[src/rtl/asynsc_fifo_pkg.sv]
// Shared defaults and address-width helper for the single-clock FIFO.
package asynsc_fifo_pkg;

  localparam int DATA_W_DEF = 16;
  localparam int DEPTH_DEF  = 16;

  // Pointer width for a power-of-two depth; never narrower than one bit.
  function automatic int addr_w(input int depth);
    return (depth <= 2) ? 1 : $clog2(depth);
  endfunction

endpackage

[src/rtl/asynsc_fifo_mem.sv]
// DEPTH x DATA_W register array: one write port, one registered read port.
module fifo_mem
  import asynsc_fifo_pkg::*;
#(
  parameter int DATA_W = DATA_W_DEF,
  parameter int DEPTH  = DEPTH_DEF,
  parameter int AW     = addr_w(DEPTH_DEF)
) (
  input  logic              clk_wt,
  input  logic              rst,
  input  logic              we,
  input  logic [AW-1:0]     waddr,
  input  logic [DATA_W-1:0] wdata,
  input  logic              re,
  input  logic [AW-1:0]     raddr,
  output logic [DATA_W-1:0] rdata
);

  logic [DATA_W-1:0] mem [DEPTH];

  // Storage is not reset; only the read register is cleared.
  always_ff @(posedge clk_wt) begin
    if (we) mem[waddr] <= wdata;
  end

  always_ff @(posedge clk_wt or negedge rst) begin
    if (!rst)    rdata <= '0;
    else if (re) rdata <= mem[raddr];
  end

endmodule

[src/rtl/asynsc_fifo.sv]
// Single-clock FIFO: pointers, fill count and registered status flags around fifo_mem.
module asynsc_fifo
  import asynsc_fifo_pkg::*;
#(
  parameter int DATA_W = DATA_W_DEF,
  parameter int DEPTH  = DEPTH_DEF,
  parameter int AF_LVL = DEPTH - 2,
  parameter int AE_LVL = 2
) (
  input  logic                      clk_wt,
  input  logic                      rst,
  input  logic                      we,
  input  logic                      re,
  input  logic [DATA_W-1:0]         din,
  output logic [DATA_W-1:0]         dout,
  output logic                      full,
  output logic                      empty,
  output logic                      almost_full,
  output logic                      almost_empty,
  output logic [addr_w(DEPTH):0]    count,
  output logic                      overflow,
  output logic                      underflow
);

  localparam int AW = addr_w(DEPTH);
  localparam int CW = AW + 1;

  logic [AW-1:0] wptr;
  logic [AW-1:0] rptr;
  logic          rd_acc;
  logic          wr_acc;
  logic [CW-1:0] count_nxt;

  // A read frees a slot in the same cycle, so a write at full is accepted alongside it.
  assign rd_acc = re && !empty;
  assign wr_acc = we && (!full || rd_acc);

  always_comb begin
    count_nxt = count;
    case ({wr_acc, rd_acc})
      2'b10:   count_nxt = count + CW'(1);
      2'b01:   count_nxt = count - CW'(1);
      default: count_nxt = count;
    endcase
  end

  always_ff @(posedge clk_wt or negedge rst) begin
    if (!rst) begin
      wptr <= '0;
      rptr <= '0;
    end else begin
      if (wr_acc) wptr <= wptr + AW'(1);
      if (rd_acc) rptr <= rptr + AW'(1);
    end
  end

  // Flags are derived from the next count so they land on the same edge as count.
  always_ff @(posedge clk_wt or negedge rst) begin
    if (!rst) begin
      count        <= '0;
      empty        <= 1'b1;
      full         <= 1'b0;
      almost_empty <= 1'b1;
      almost_full  <= 1'b0;
      overflow     <= 1'b0;
      underflow    <= 1'b0;
    end else begin
      count        <= count_nxt;
      empty        <= (count_nxt == '0);
      full         <= (count_nxt == CW'(DEPTH));
      almost_empty <= (count_nxt <= CW'(AE_LVL));
      almost_full  <= (count_nxt >= CW'(AF_LVL));
      overflow     <= we && !wr_acc;
      underflow    <= re && !rd_acc;
    end
  end

  fifo_mem #(
    .DATA_W (DATA_W),
    .DEPTH  (DEPTH),
    .AW     (AW)
  ) u_mem (
    .clk_wt (clk_wt),
    .rst    (rst),
    .we     (wr_acc),
    .waddr  (wptr),
    .wdata  (din),
    .re     (rd_acc),
    .raddr  (rptr),
    .rdata  (dout)
  );

endmodule

[config.mk]
export PLATFORM = sky130hd
export DESIGN_NAME = asynsc_fifo
export DESIGN_NICKNAME = d
export VERILOG_FILES = /design/src/rtl/asynsc_fifo_pkg.sv /design/src/rtl/asynsc_fifo_mem.sv /design/src/rtl/asynsc_fifo.sv
export SDC_FILE = /design/constraint.sdc
export NUM_CORES = 1
export LEC_CHECK = 0
export ABC_AREA = 1
export BUFFER_PORTS_ARGS = -buffer_cell sky130_fd_sc_hd__buf_2
export CELL_PAD_IN_SITES_DETAIL_PLACEMENT = 0
export CELL_PAD_IN_SITES_GLOBAL_PLACEMENT = 1
export CORE_UTILIZATION = 50
export CTS_CLUSTER_SIZE = 8
export DETAILED_ROUTE_END_ITERATION = 8
export MAX_ROUTING_LAYER = met4
export PLACE_DENSITY_LB_ADDON = 0.05
export SLEW_MARGIN = 0
export SYNTH_ARGS = -nofsm -noshare
export SYNTH_HDL_FRONTEND = slang
export SYNTH_SLANG_ARGS = --single-unit
[constraint.sdc]
create_clock -name clk_wt -period 3 [get_ports clk_wt]
set_input_delay 0.15 -clock clk_wt [delete_from_list [all_inputs] [get_ports clk_wt]]
set_output_delay 0.15 -clock clk_wt [all_outputs]
set_load 0.1 [all_outputs]
==> qor.txt, run 1 <==
Status = completed
Setup violators final = 0
Slowest cell on crit path = dfstp_2
CTS tree = yes
Num CTS Buffers = 42
Switching share of total power = 0.406
Netlist cell types = 24
Vias in the first global route = 7543
Layout cells sized above 1 = 0.140
Row count = 55
Clk buf depth = 3
Drt total wl = 29100 microns
DRC viols = 0
Avg Inst Size Synth = 11.8 sq um
Hold WS = 20.7 ps
Comb pwr share = 0.370
DR vias/cell = 5.33
Worst setup SP type = register
Cts repair resizes = 0
Cell count of the worst reg-to-reg path = 14
DR vias = 7570
RSZ-0062 raised after global routing = no
Critical Path Max Stage Delay = 380 ps
GRT overflow = 0
Post-route ant nets = 0
Die ar. = 24200 sq um
Number of synthesized flops with an enable pin = 256
1st-iter DRT viols = 688
Post-synth ARST share = 0.120
H-tree depth = 2
First-pass GRT wire length = 44500 microns
Nets@finish = 1101
Cell Int Power = 8.97 mW
RD Place Congestion = 0.766
Max Fclk = 0.413 GHz
Reg2reg setup slack = 580 ps
Post-detail-place hpwl = 16300 microns
CTS sink count = 291
Crit path top cell by count = nand2_1
All-layer global routing usage = 0.260
Worst min path class = input pin to register
Worst setup margin = 577 ps
WL/cell = 20.4 microns
Dominant cell type by area after synthesis = edfxtp_1
Synth Cell Area = 11800 sq um
Multi-input combinational cell area = 2860 sq um
WHS Path Cells = 1
# IOs = 47
Switching power total = 6.13 mW
Clock share of power = 0.281
Synth top area cells = edfxtp_1, nand2_1, dfrtp_1
Leak = 5.23 nW
Yosys reg bits = 291
Clock Skews = 18.0 ps
DR pass1 iterations = 7
Area fraction of the dominant cell type after synthesis = 0.651
Tcrit/Tclk final = 0.808
Setup WS pre-CTS = 562 ps
Worst Setup End Kind = register
Worst slew margin = 0.385
Cells after Synth = 998
Starting Density = 0.515
Tmin final = 2420 ps
Area growth syn-to-layout = 16.6%
Worst-skew pair later-pin latency = 530 ps
Largest net degree at the start of global routing = 132
Critical setup path kind = register to register
CTS root buffer = clkbuf_16
Core box area = 22900 sq um
Die Ht = 156 microns
# fillers = 1893
Net Count, Synth = 1026
Setup tns final = 0 ps
Final Max Slew Viols = 0
Crit path required time = 3430 ps
Count leader, synth = nand2_1
Final hold violations = 0
YS warnings = 0
Cell breakdown of the critical path = nor2_2, buf_4, ha_1, nor2_1, nor2_2, ha_1, inv_1, nand2_1, nand2_1, nand2_1, nand2_1, o21ai_0, nand3_1, nor3_1
Data arrival, critical path = 2850 ps
Synth top cells by count = nand2_1, edfxtp_1, nand3_1
CTS clk-pin slew, worst paths = 50 ps
Top_reg_cell synth = edfxtp_1
Reg area = 8570 sq um
MaxCap Viol Count = 0
Critical Path Fanout Max = 25
Max VDD drop = 0.00169 V
Pwr dens = 1100 nW/um^2
Initial antenna violation count = 1
Die X = 156 microns
Worst slew pin tran = 922 ps
Seq/Total Area, Yosys = 0.726
I/O Buffers = 46
Sequential Power Share = 0.348
==> sequential cells by signal, indices dropped and copies added (netlist names), 4 cells and up <==
register     flops
u_mem.rdata     16
count            5
rptr             4
wptr             4
u_mem.mem      256
==> critical path: cells and delay by family, from the launching register on <==
| kind | cells | cell delay, ps |
|---|---|---|
| compound gates | 1 | 140 |
| buf+inv | 2 | 370 |
| flops | 1 | 380 |
| simple gates | 9 | 930 |
| fa+ha+maj | 2 | 500 |
==> cells in the final DEF (no fill, tap or decap) <==
master,synthesis,routed
nand2_1,325,325
edfxtp_1,256,256
nand3_1,135,135
a21oi_1,80,80
buf_2,21,46
clkbuf_16,0,42
dfrtp_1,33,31
clkbuf_1,13,31
buf_4,12,30
inv_1,24,23
nor2_1,37,21
nor2_2,2,18
o31ai_1,16,16
xor2_1,8,8
ha_1,8,8
o21ai_0,6,6
buf_12,0,6
dlygate4sd3_1,0,5
nand4_1,3,3
diode_2,0,2
inv_2,2,2
nor3_1,2,2
dfstp_2,2,2
inv_6,0,2
o21ai_2,1,1
nand2_2,1,1
nor3b_1,1,1
inv_4,0,1
clkinvlp_4,0,1
clkinv_8,0,1
dfrtp_4,0,1
dfrtp_2,0,1
==> through the flow <==
| stage | std cells | power, mW | utilization | cell area, sq um |
|---|---|---|---|---|
| 2_1_floorplan | 998 | 9.36 | - | 11800 |
| 3_3_place_gp | 1337 | 10.9 | 0.545 | 12500 |
| 3_5_place_dp | 1337 | 10.9 | 0.545 | 12500 |
| 4_1_cts | 1419 | 15.2 | 0.600 | 13800 |
| 5_1_grt | 1420 | 15.9 | 0.600 | 13800 |
| 6_report | 1421 | 15.1 | 0.600 | 13800 |
==> power groups by stage <==
| stage | combinational [mW] | clock, mW | sequential (mW) |
|---|---|---|---|
| 3_3_place_gp | 5.59 | 0 | 5.33 |
| 3_5_place_dp | 5.60 | 0 | 5.33 |
| 2_1_floorplan | 2.92 | 0 | 6.44 |
| 5_1_grt | 6.10 | 4.49 | 5.30 |
| 6_report | 5.59 | 4.25 | 5.26 |
| 4_1_cts | 5.62 | 4.32 | 5.26 |
==> kinds of logic after synthesis <==
| logic type | Yosys count | synth area share |
|---|---|---|
| XOR/XNOR | 8 | 0.00594 |
| buffers and inverters | 82 | 0.0353 |
| adder cells (fa/ha/maj) | 8 | 0.00848 |
| flip-flops | 291 | 0.726 |
| AND/OR/NAND/NOR | 506 | 0.177 |
| AO/OA/AOI/OAI | 103 | 0.0474 |
==> per-layer routing <==
metal | routed length (microns) | up-vias | GRT usage
li1 | - | 3647 | -
met1 | 13100 | 3653 | 0.357
met2 | 13600 | 230 | 0.405
met3 | 1800 | 40 | 0.0392
met4 | 522 | 0 | 0.0784
met5 | 0 | - | -
==> final timing paths <==
kind,from,endpoint
setup reg to reg,empty$_DFF_PN1_,empty$_DFF_PN1_
hold / removal,din[9],u_mem.mem[14][9]$_DFFE_PP_
setup / recovery,empty$_DFF_PN1_,empty$_DFF_PN1_
max in group asynchronous,rst,rptr[0]$_DFFE_PN0P_
min in group asynchronous,rst,almost_full$_DFF_PN0_
hold reg to reg,empty$_DFF_PN1_,underflow$_DFF_PN0_
==> repair_timing <==
action                                 4_1_cts  5_1_grt
endpoints found under the hold margin       68        0
hold buffers                                 5        0
buffers inserted                             0        0
==> final cells by class <==
| class | count | area share |
|---|---|---|
| flip-flops and latches | 291 | 0.623 |
| clock buffers | 73 | 0.0848 |
| repair buffers | 87 | 0.0455 |
| inverters | 26 | 0.00727 |
| diodes | 2 | 0.000364 |
| clock inverters | 4 | 0.00300 |
| well taps | 313 | 0.0285 |
| multi-input cells | 625 | 0.208 |
No activity file was read; power rests on OpenSTA's default activity.
==> run 2: changes to the inputs <==
--- a/config.mk
+++ b/config.mk
@@ -5,11 +5,11 @@
 export SDC_FILE = /design/constraint.sdc
 export NUM_CORES = 1
 export LEC_CHECK = 0
-export ABC_AREA = 1
+export ABC_AREA = 0
 export BUFFER_PORTS_ARGS = -buffer_cell sky130_fd_sc_hd__buf_2
 export CELL_PAD_IN_SITES_DETAIL_PLACEMENT = 0
 export CELL_PAD_IN_SITES_GLOBAL_PLACEMENT = 1
-export CORE_UTILIZATION = 50
+export CORE_UTILIZATION = 54
 export CTS_CLUSTER_SIZE = 8
 export DETAILED_ROUTE_END_ITERATION = 8
 export MAX_ROUTING_LAYER = met4
==> constraint.sdc (replaced) <==
create_clock -name clk_wt -period 2.4 [get_ports clk_wt]
set_input_delay 0.12 -clock clk_wt [delete_from_list [all_inputs] [get_ports clk_wt]]
set_output_delay 0.12 -clock clk_wt [all_outputs]
set_load 0.1 [all_outputs]
==> qor.txt, run 2 <==
Tmin final = 2510 ps (+84.5 ps)
Netlist cell types = 37 (+54%)
Largest Register = u_mem.mem
# fillers = 1303 (-31%)
Setup violators final = 4 (+4)
Final hold violations = 0 (unchanged)
Total power = 18.4 mW (+22%)
Status = finished with violations
Synth top area cells = edfxtp_1, mux4_2, dfrtp_1
Placed cell count = 878 (-34%)
Max VDD drop = 0.000682 V (-60%)
Switching share of total power = 0.346 (-0.0599)
YS warnings = 0 (unchanged)
DR pass1 iterations = 4 (-3)
DRC viols = 0 (unchanged)
Worst slew margin = 0.401 (+0.0152)
Die Ht = 147 microns (-5.7%)
Layout cells sized above 1 = 0.374 (+0.234)
Seq/Total Area, Yosys = 0.757 (+0.0313)
I/O Buffers = 46 (unchanged)
Most frequent cells in the layout = edfxtp_1, mux4_2, buf_4, buf_2, clkbuf_16
Row count = 52 (-5.5%)
Critical setup path kind = register to register
Net Count, Synth = 571 (-44%)
Die ar. = 21500 sq um (-11%)
Switching power total = 6.35 mW (+3.7%)
Final instance area = 13700 sq um (-0.25%)
CTS sink count = 291 (unchanged)
Number of synthesized flops with an enable pin = 256 (unchanged)
MaxCap Viol Count = 0 (unchanged)
Worst min path class = input pin to register
Num CTS Buffers = 42 (unchanged)
Initial antenna violation count = 0 (-1)
Most common cell after layout, fill and taps aside = edfxtp_1
H-tree depth = 2 (unchanged)
Synth Cell Area = 11300 sq um (-4.1%)
Sequential Power Share = 0.366 (+0.018)
GRT overflow = 0 (unchanged)
Nets@finish = 701 (-36%)
First-pass GRT wire length = 36500 microns (-18%)
Avg Inst Size Synth = 20.8 sq um (+76%)
Starting Density = 0.556 (+0.0406)
RSZ-0062 raised after global routing = yes
Comb pwr share = 0.345 (-0.025)
Tcrit/Tclk final = 1.04 (+0.237)
Vias in the first global route = 6106 (-19%)
Synth top cells by count = edfxtp_1, mux4_2, dfrtp_1
Max Fclk = 0.399 GHz (-3.4%)
1st-iter DRT viols = 342 (-50%)
Data arrival, critical path = 2930 ps (+80 ps)
Critical Path Fanout Max = 4 (-84%)
Post-synth ARST share = 0.120 (unchanged)
Crit path required time = 2820 ps (-610 ps)
CTS clk-pin slew, worst paths = 50 ps (about the same)
Post-route ant nets = 0 (unchanged)
Cell Int Power = 12.0 mW (+34%)
Area growth syn-to-layout = 21.3%
DR vias = 5656 (-25%)
Largest net degree at the start of global routing = 36 (-73%)
DP Area = 12300 sq um (-1.8%)
Max reg flops = 256 (unchanged)
Worst setup margin = -107 ps (-685 ps)
Worst Setup End Kind = register
Drt total wl = 23900 microns (-18%)
Worst setup SP type = register
Yosys reg bits = 291 (unchanged)
CTS root buffer = clkbuf_16
Core box area = 20400 sq um (-11%)
Non-Filler Instances = 971 (-32%)
Ant. Diodes = 0 (-2)
Hold WS = 8.47 ps (-12.2 ps)
Clock Skews = 21.2 ps (+3.12 ps)
Clock share of power = 0.288 (+0.007)
WL/cell = 24.6 microns (+20%)
RD Place Congestion = 0.849 (+11%)
Area fraction of the dominant cell type after synthesis = 0.679 (+0.0281)
Worst-skew pair later-pin latency = 520 ps (about the same)
CTS tree = yes
# IOs = 47 (unchanged)
Die X = 147 microns (-5.7%)
Clk buf depth = 3 (unchanged)
Cells after Synth = 543 (-46%)
DR vias/cell = 5.82 (+9.3%)
Final Max Slew Viols = 0 (unchanged)
Pwr dens = 1340 nW/um^2 (+22%)
Worst slew pin tran = 899 ps (-22.8 ps)
Leak = 4.78 nW (-8.7%)
Top flop regs = u_mem.mem x256, u_mem.rdata x16, count x5
Top_reg_cell synth = edfxtp_1
Count leader, synth = edfxtp_1
Post-detail-place hpwl = 14400 microns (-12%)
All-layer global routing usage = 0.243 (-0.0173)
Violated checks = negative setup slack
Dominant cell type by area after synthesis = edfxtp_1
-- run 2: cell count changes after synthesis, sizes merged, moves of 17 or more --
cell   before  now
nor3        2   20
mux4        0   64
nand3     135    2
mux2        0   17
inv        26    9
nand2     326   13
nor2       39   14
a21oi      80    4
mux2i       0   17
buf        43   19
-- run 2: worst max-delay path, stage by stage, from the launching register on --
cell      delay, ps
dfstp_4         610
nand2b_4        160
a21boi_4         60
inv_2            70
ha_4            130
xor2_1          140
ha_2            230
a21oi_2          60
or3b_4          390
nand3_2          80
mux2_4          310
nor4_4          200
-- run 2: area by class of cell --
cell class                      count  area (sq um)  area share
Sequential cell                   291          8580       0.625
Multi-Input combinational cell    213          2720       0.198
Clock buffer                       70          1180      0.0858
Timing Repair Buffer              116           861      0.0627
Tap cell                          270           338      0.0246
Inverter                            9          33.8     0.00246
Clock inverter                      2          16.3     0.00119
-- run 2: logic make-up (layout without fill, tap and decap cells) --
logic type | after synthesis | after routing | share of synthesized area
muxes | 98 | 98 | 0.159
and+or+nand+nor | 67 | 67 | 0.0299
buffers and inverters | 39 | 197 | 0.0152
DFF | 291 | 291 | 0.757
adders and majority gates | 8 | 8 | 0.00885
xor gates and xnor gates | 12 | 12 | 0.00929
AOI/OAI and AO/OA | 28 | 28 | 0.0204
-- run 2: per-layer routing --
layer / GRT usage / part of all wire
met1: 0.330 / 0.43
met2: 0.370 / 0.48
met3: 0.0469 / 0.056
met4: 0.0901 / 0.032
met5: - / 0
-- run 2: worst paths after layout --
| kind | start | slack (ps) | cells after the start | to |
|---|---|---|---|---|
| setup / recovery | empty$_DFF_PN1_ | -110 | 11 | almost_empty$_DFF_PN1_ |
| hold reg to reg | u_mem.rdata[5]$_DFFE_PN0P_ | 510 | 1 | u_mem.rdata[5]$_DFFE_PN0P_ |
| max in group asynchronous | rst | 1480 | 2 | rptr[0]$_DFFE_PN0P_ |
| min in group asynchronous | rst | 270 | 2 | rptr[0]$_DFFE_PN0P_ |
| setup reg to reg | empty$_DFF_PN1_ | -110 | 11 | almost_empty$_DFF_PN1_ |
| hold / removal | din[5] | 8 | 1 | u_mem.mem[9][5]$_DFFE_PP_ |
-- run 2: through the flow --
step	utilization	TNS [ps]	setup slack (ps)
floorplan	-	-2730	-614
global route	0.674	-884	-222
global placement	0.602	-388	-168
finish	0.674	-292	-107
detailed placement	0.602	-700	-229
CTS	0.672	-280	-118
-- run 2: repair_timing --
item,in CTS,in global routing
endpoints found under the setup margin,5,5
setup buffers,1,3
pin swaps,3,0
hold buffers,17,0
gates resized for setup,10,2
endpoints found under the hold margin,248,0
-- run 2: power groups by stage --
| stage | Combinational [mW] | Clock (mW) | Sequential (mW) |
|---|---|---|---|
| floorplan | 3.26 | 0 | 8.09 |
| global placement | 6.17 | 0 | 6.77 |
| detailed placement | 6.27 | 0 | 6.81 |
| CTS | 6.38 | 5.39 | 6.73 |
| global route | 6.74 | 5.60 | 6.79 |
| finish | 6.34 | 5.29 | 6.73 |
